**src/rtl/mul_dot_accumulator_pkg.sv**
```systemverilog
// rtl/mul_dot_accumulator_pkg.sv - shared defaults, state encoding and length helper for the dot-product accumulator
package mul_dot_accumulator_pkg;

    localparam int DEF_IN_W  = 32;
    localparam int DEF_LEN_W = 8;
    localparam int DEF_ACC_W = 40;
    localparam int DEF_DEPTH = 2;

    typedef enum logic [0:0] {
        IDLE  = 1'b0,
        ACCUM = 1'b1
    } state_t;

    // A programmed length of 0 stands for the largest vector, 2^len_w products.
    function automatic int unsigned eff_len(input int unsigned len_val, input int unsigned len_w);
        return (len_val == 0) ? (32'd1 << len_w) : len_val;
    endfunction

endpackage

```
**src/rtl/mul_dot_result_fifo.sv**
```systemverilog
// rtl/mul_dot_result_fifo.sv - small synchronous result FIFO with simultaneous push/pop when full
module mul_dot_result_fifo #(
    parameter int DEPTH = 2,
    parameter int ACC_W = 40
) (
    input  logic             clk,
    input  logic             rst,
    input  logic             clear,
    input  logic             push,
    input  logic [ACC_W-1:0] push_data,
    input  logic             pop,
    output logic             full,
    output logic             empty,
    output logic [ACC_W-1:0] head_data
);

    localparam int PTR_W = (DEPTH > 1) ? $clog2(DEPTH) : 1;
    localparam int CNT_W = $clog2(DEPTH + 1);
    localparam logic [PTR_W-1:0] LAST_IDX = PTR_W'(DEPTH - 1);
    localparam logic [CNT_W-1:0] FULL_CNT = CNT_W'(DEPTH);
    localparam logic [CNT_W-1:0] CNT_ONE  = CNT_W'(1);

    logic [ACC_W-1:0] mem [DEPTH];
    logic [PTR_W-1:0] rd_ptr;
    logic [PTR_W-1:0] wr_ptr;
    logic [CNT_W-1:0] count;
    logic [ACC_W-1:0] last_q;
    logic             do_pop;
    logic             do_push;

    function automatic logic [PTR_W-1:0] next_ptr(input logic [PTR_W-1:0] p);
        return (p == LAST_IDX) ? '0 : p + PTR_W'(1);
    endfunction

    assign empty   = (count == '0);
    assign full    = (count == FULL_CNT);
    assign do_pop  = pop && !empty;
    // A pop in the same cycle frees the slot, so a push into a full FIFO still lands.
    assign do_push = push && (!full || do_pop);

    // When empty the output keeps showing the most recently popped entry.
    assign head_data = empty ? last_q : mem[rd_ptr];

    // Storage array; pointers are reset, contents need not be.
    always_ff @(posedge clk) begin
        if (do_push && !clear) begin
            mem[wr_ptr] <= push_data;
        end
    end

    // Pointer, occupancy and last-popped bookkeeping.
    always_ff @(posedge clk or posedge rst) begin
        if (rst) begin
            rd_ptr <= '0;
            wr_ptr <= '0;
            count  <= '0;
            last_q <= '0;
        end else if (clear) begin
            rd_ptr <= '0;
            wr_ptr <= '0;
            count  <= '0;
            last_q <= '0;
        end else begin
            if (do_push) begin
                wr_ptr <= next_ptr(wr_ptr);
            end
            if (do_pop) begin
                rd_ptr <= next_ptr(rd_ptr);
                last_q <= mem[rd_ptr];
            end
            case ({do_push, do_pop})
                2'b10:   count <= count + CNT_ONE;
                2'b01:   count <= count - CNT_ONE;
                default: count <= count;
            endcase
        end
    end

endmodule

```
**src/rtl/mul_dot_accumulator.sv**
```systemverilog
// rtl/mul_dot_accumulator.sv - sums a programmable number of multiplier products into buffered dot-product results
module mul_dot_accumulator
    import mul_dot_accumulator_pkg::*;
#(
    parameter int IN_W  = DEF_IN_W,
    parameter int LEN_W = DEF_LEN_W,
    parameter int ACC_W = DEF_ACC_W,
    parameter int DEPTH = DEF_DEPTH
) (
    input  logic             clk,
    input  logic             rst,
    input  logic             in_valid,
    input  logic [IN_W-1:0]  in_data,
    input  logic [LEN_W-1:0] len,
    input  logic             clear,
    output logic             out_valid,
    input  logic             out_ready,
    output logic [ACC_W-1:0] out_data,
    output logic             busy,
    output logic             drop_sticky
);

    localparam logic [LEN_W:0] CNT_ONE = (LEN_W + 1)'(1);

    state_t           state;
    logic [ACC_W-1:0] acc;
    logic [LEN_W:0]   cnt;
    logic [LEN_W:0]   len_q;
    logic [LEN_W:0]   len_eff;
    logic [LEN_W:0]   cnt_inc;
    logic [ACC_W-1:0] sum;
    logic [ACC_W-1:0] result;
    logic             complete;
    logic             push;
    logic             pop;
    logic             fifo_full;
    logic             fifo_empty;
    logic [ACC_W-1:0] fifo_head;

    // Decide whether this cycle's product finishes a vector and what the finished sum is.
    always_comb begin
        len_eff  = (LEN_W + 1)'(eff_len(32'(len), LEN_W));
        cnt_inc  = cnt + CNT_ONE;
        sum      = acc + ACC_W'(in_data);
        complete = 1'b0;
        result   = '0;
        if (in_valid) begin
            case (state)
                IDLE: begin
                    complete = (len_eff == CNT_ONE);
                    result   = ACC_W'(in_data);
                end
                ACCUM: begin
                    complete = (cnt_inc == len_q);
                    result   = sum;
                end
                default: begin
                    complete = 1'b0;
                    result   = '0;
                end
            endcase
        end
    end

    // Clear wins over both the incoming product and the consumer handshake.
    assign push = complete && !clear;
    assign pop  = out_valid && out_ready && !clear;

    // Accumulation state machine; length is latched only on a vector's first product.
    always_ff @(posedge clk or posedge rst) begin
        if (rst) begin
            state <= IDLE;
            acc   <= '0;
            cnt   <= '0;
            len_q <= '0;
        end else if (clear) begin
            state <= IDLE;
            acc   <= '0;
            cnt   <= '0;
            len_q <= '0;
        end else if (in_valid) begin
            case (state)
                IDLE: begin
                    len_q <= len_eff;
                    acc   <= ACC_W'(in_data);
                    cnt   <= CNT_ONE;
                    state <= (len_eff == CNT_ONE) ? IDLE : ACCUM;
                end
                ACCUM: begin
                    acc <= sum;
                    cnt <= cnt_inc;
                    if (cnt_inc == len_q) begin
                        state <= IDLE;
                    end
                end
                default: state <= IDLE;
            endcase
        end
    end

    // Remember that a finished result found no room; only reset or clear forget it.
    always_ff @(posedge clk or posedge rst) begin
        if (rst) begin
            drop_sticky <= 1'b0;
        end else if (clear) begin
            drop_sticky <= 1'b0;
        end else if (push && fifo_full && !pop) begin
            drop_sticky <= 1'b1;
        end
    end

    mul_dot_result_fifo #(
        .DEPTH (DEPTH),
        .ACC_W (ACC_W)
    ) u_fifo (
        .clk       (clk),
        .rst       (rst),
        .clear     (clear),
        .push      (push),
        .push_data (result),
        .pop       (pop),
        .full      (fifo_full),
        .empty     (fifo_empty),
        .head_data (fifo_head)
    );

    assign out_valid = !fifo_empty;
    assign out_data  = fifo_head;
    assign busy      = (state == ACCUM);

endmodule

```
**config.mk**
```make
export PLATFORM = sky130hd
export DESIGN_NAME = mul_dot_accumulator
export DESIGN_NICKNAME = d
export VERILOG_FILES = /design/src/rtl/mul_dot_accumulator_pkg.sv /design/src/rtl/mul_dot_result_fifo.sv /design/src/rtl/mul_dot_accumulator.sv
export SDC_FILE = /design/constraint.sdc
export NUM_CORES = 1
export LEC_CHECK = 0
export ABC_AREA = 1
export BUFFER_PORTS_ARGS = -buffer_cell sky130_fd_sc_hd__buf_4
export CAP_MARGIN = 20
export CORE_MARGIN = 4
export CORE_UTILIZATION = 35
export CTS_CLUSTER_SIZE = 28
export DETAILED_ROUTE_END_ITERATION = 16
export MAX_ROUTING_LAYER = met4
export PLACE_DENSITY_LB_ADDON = 0.2
export SLEW_MARGIN = 40
export SYNTH_ARGS = -nofsm -noshare
export SYNTH_HDL_FRONTEND = slang
export SYNTH_SLANG_ARGS = --single-unit
```
**constraint.sdc**
```tcl
create_clock -name clk -period 4.9 [get_ports clk]
set_input_delay 0.98 -clock clk [delete_from_list [all_inputs] [get_ports clk]]
set_output_delay 0.98 -clock clk [all_outputs]
set_load 0.01 [all_outputs]
```
==> impl_metrics.py <==
metrics = {
    "place": {
        "gp_congestion": 0.919,
        "dp_hpwl_microns": 22100,
        "port_buffers": 87,
    },
    "global_route": {
        "grt_pass1_wl_microns": 48400,
        "gr-total-overflow": 0,
        "grt_usage": 0.185,
        "antenna_found_initial": 0,
        "first_global_vias": 8918,
        "grt_max_degree": 66,
    },
    "timing": {
        "finalSetupTns_ns": 0,
        "max_freq_ghz": 0.271,
        "finClkSkew_ns": 0.0123,
        "rsz0062_at_grt": "no",
        "relSlewSlack": 0.496,
        "maxSlewViolCount": 0,
        "worstMarginPinSlew_ns": 0.754,
        "min_period_ns": 3.69,
        "final-hold-violation-count": 0,
        "post-route-period-util": 0.752,
        "setup_violations": 0,
    },
    "clocking": {
        "ctsRootBufferMaster": "clkbuf_16",
        "cts_buffers": 17,
        "ctsResizeCount": 0,
        "post_cts_buffers": 0,
        "cts_hold_buf": 0,
        "insertion_delay_ns": 0.44,
        "clockBufferDepth": 2,
        "cts_tree": "built",
        "clk_pin_slew_ns": 0.08,
        "cts.sinks": 184,
        "htree_levels": 4,
    },
    "yosys": {
        "ys_seq_area_frac": 0.466,
        "synth_top_cell_by_area": "dfrtp_1",
        "synth_cell_types": 42,
        "synthArstFlopShare": 0.565,
        "synth-compound-area-share": 0.129,
        "ys.flop_type": "dfrtp_1",
        "syn_avg_cell_area_sq_um": 7.44,
        "synthAdderAreaFrac": 0.0403,
        "yosysMostFrequentCell": "nand2_1",
        "mappedNetlistArea_sq_mm": 0.0107,
        "synth_xor_area_frac": 0.00245,
        "synth_top_area_frac": 0.242,
        "synthMuxAreaShare": 0,
        "ys.warnings.count": 0,
        "synth_nets": 1522,
        "synth-edff-count": 80,
        "yosys.area_share.simple": 0.271,
        "ys_top_cells_by_count": "464 x nand2_1, 200 x inv_1, 130 x o21ai_0",
        "synth.area.top_cells": "dfrtp_1 24%, edfxtp_1 22%, nand2_1 16%",
        "netlist_instances": 1443,
        "synth_top_family_by_area": "simple AND/OR/NAND/NOR gates",
        "ys_ff_latch": 184,
    },
    "run_status": {
        "status": "complete, no violations",
    },
    "routing": {
        "wire_per_inst_microns": 15.6,
        "first_pass_iters": 5,
        "final_antenna_net_count": 0,
        "drt_iter0_markers": 574,
        "routed_wl_microns": 29900,
        "vias_per_cell": 4.87,
        "vias": 9343,
        "route.detailed.drc": 0,
    },
    "critical_path": {
        "critPathTopFamily": "buffers and inverters",
        "slowest_stage": "clkinv_1",
        "path_cells": "buf_4 -> clkinv_1 -> buf_4 -> nand2_1 -> nand2_1 -> nand2_1 -> o21ai_0 -> buf_4",
        "end_kind": "output port",
        "slowest_delay_ns": 0.48,
        "start_kind": "flop",
        "path_buf_inv": 4,
        "critPathKind": "flop to output port",
        "r2r_slack_ns": 1.97,
        "crit_arrival_ns": 2.71,
        "critPathRequiredTime_ns": 3.92,
        "cp_max_fo": 41,
    },
    "die": {
        "core_area_sq_mm": 0.0300,
        "die_y_microns": 183,
        "initial_utilization": 0.359,
        "die_w_microns": 183,
        "io_pins": 88,
        "die_area_sq_mm": 0.0336,
        "rows": 63,
    },
    "pwr": {
        "seqPwrFrac": 0.379,
        "total_power_mw": 4.70,
        "netSwitchingPower_mw": 1.71,
        "sw_frac_of_total": 0.364,
        "p_leak_nw": 5.90,
        "p_comb_frac": 0.314,
        "pwr-share-clk": 0.307,
        "peakVddDrop_mv": 0.236,
        "p_per_area_mw_per_mm2": 378,
        "internal_power_mw": 2.99,
    },
    "cells_and_area": {
        "synthToLayoutAreaGrowth_pct": 15.7,
        "nFillCells": 3052,
        "n_antenna_cell": 0,
        "drive_gt1_frac": 0.113,
        "final_nets": 1593,
        "utilization": 0.415,
    },
    "job": {
        "timing.max_cap.violations": 0,
    },
    "min_path": {
        "hold_class": "flop to flop",
    },
}
## cell usage in the layout, fill, tap and decap left out, types with 5 or more instances in the layout
cell type  instances
a21oi_1           80
buf_4             98
clkbuf_16         17
dfrtp_1          104
edfxtp_1          80
ha_1              33
inv_1            199
inv_2             10
nand2_1          464
nand2_2            9
nand3_1           95
nand4_1            8
nor2_1            98
nor2_2             5
nor3_1             5
o21ai_0          130
o21ai_1           11
o22ai_1           15
or2_1              5
## kinds of logic after synthesis
group / Yosys count
xor gates and xnor gates: 3
buffers and inverters: 259
and+or+nand+nor: 704
AOI/OAI and AO/OA: 259
DFF: 184
adders and majority gates: 34
## worst register-to-register path: stages (launching register included)
cell and delay, ns:
dfrtp_1 0.44, ha_1 0.25, nand2_1 0.19, nand2_1 0.10, nand2_1 0.06, nand2_1 0.04, nor2_1 0.13, nand3_1 0.09
nor2_1 0.12, nand3_1 0.15, nand2_2 0.13, nand2_4 0.08, inv_2 0.08, nand3_2 0.12, nor2_4 0.11, buf_4 0.45
## routing by layer
| metal | part of all wire | GRT usage | up-vias |
|---|---|---|---|
| met2 | 0.43 | 0.268 | 212 |
| met5 | 0 | - | - |
| met1 | 0.51 | 0.277 | 4318 |
| met4 | 0.011 | 0.0396 | 0 |
| li1 | - | - | 4793 |
| met3 | 0.042 | 0.0260 | 20 |
## state kept, by name (all words and copies together), names as in the netlist
name	count
busy	1
acc	40
cnt	9
u_fifo.wr_ptr	1
u_fifo.rd_ptr	1
u_fifo.count	2
drop_sticky	1
len_q	9
u_fifo.last_q	40
u_fifo.mem	80
## final timing paths
check	from	end	cells past startpoint
min in group asynchronous	rst	u_fifo.count[0]$_DFFE_PP0P_	2
hold reg to reg	drop_sticky$_DFFE_PP0P_	drop_sticky$_DFFE_PP0P_	1
setup / recovery	u_fifo.rd_ptr$_DFFE_PP0P_	out_data[1]	8
hold / removal	drop_sticky$_DFFE_PP0P_	drop_sticky$_DFFE_PP0P_	1
setup reg to reg	cnt[0]$_DFFE_PP0P_	u_fifo.mem[1][32]$_DFFE_PP_	15
max in group asynchronous	rst	u_fifo.last_q[20]$_DFFE_PP0P_	3
## layout make-up
type / instances / area (sq um) / area share
Sequential cell: 184 / 5000 / 0.403
Multi-Input combinational cell: 1000 / 4770 / 0.384
Inverter: 213 / 805 / 0.0647
Timing Repair Buffer: 98 / 736 / 0.0592
Tap cell: 390 / 488 / 0.0393
Clock buffer: 17 / 425 / 0.0342
Clock inverter: 15 / 198 / 0.0159
## power by group through the flow
stage | Clock, mW | Combinational (mW) | Sequential (mW)
finish | 1.44 | 1.47 | 1.78
global route | 1.54 | 1.67 | 1.79
CTS | 1.48 | 1.49 | 1.78
detailed placement | 0 | 1.48 | 1.82
global placement | 0 | 1.47 | 1.81
floorplan | 0 | 0.915 | 1.80
## metrics by stage
step	setup WS [ns]	instance area, sq um	instances	hold slack [ns]
6_report	1.21	12400	1917	0.500
5_1_grt	0.997	12400	1917	0.534
2_1_floorplan	0.868	10700	1443	0.467
3_5_place_dp	1.43	11800	1885	0.485
3_3_place_gp	1.51	11800	1885	0.477
4_1_cts	1.17	12400	1917	0.502
No activity file was read; power rests on OpenSTA's default activity.
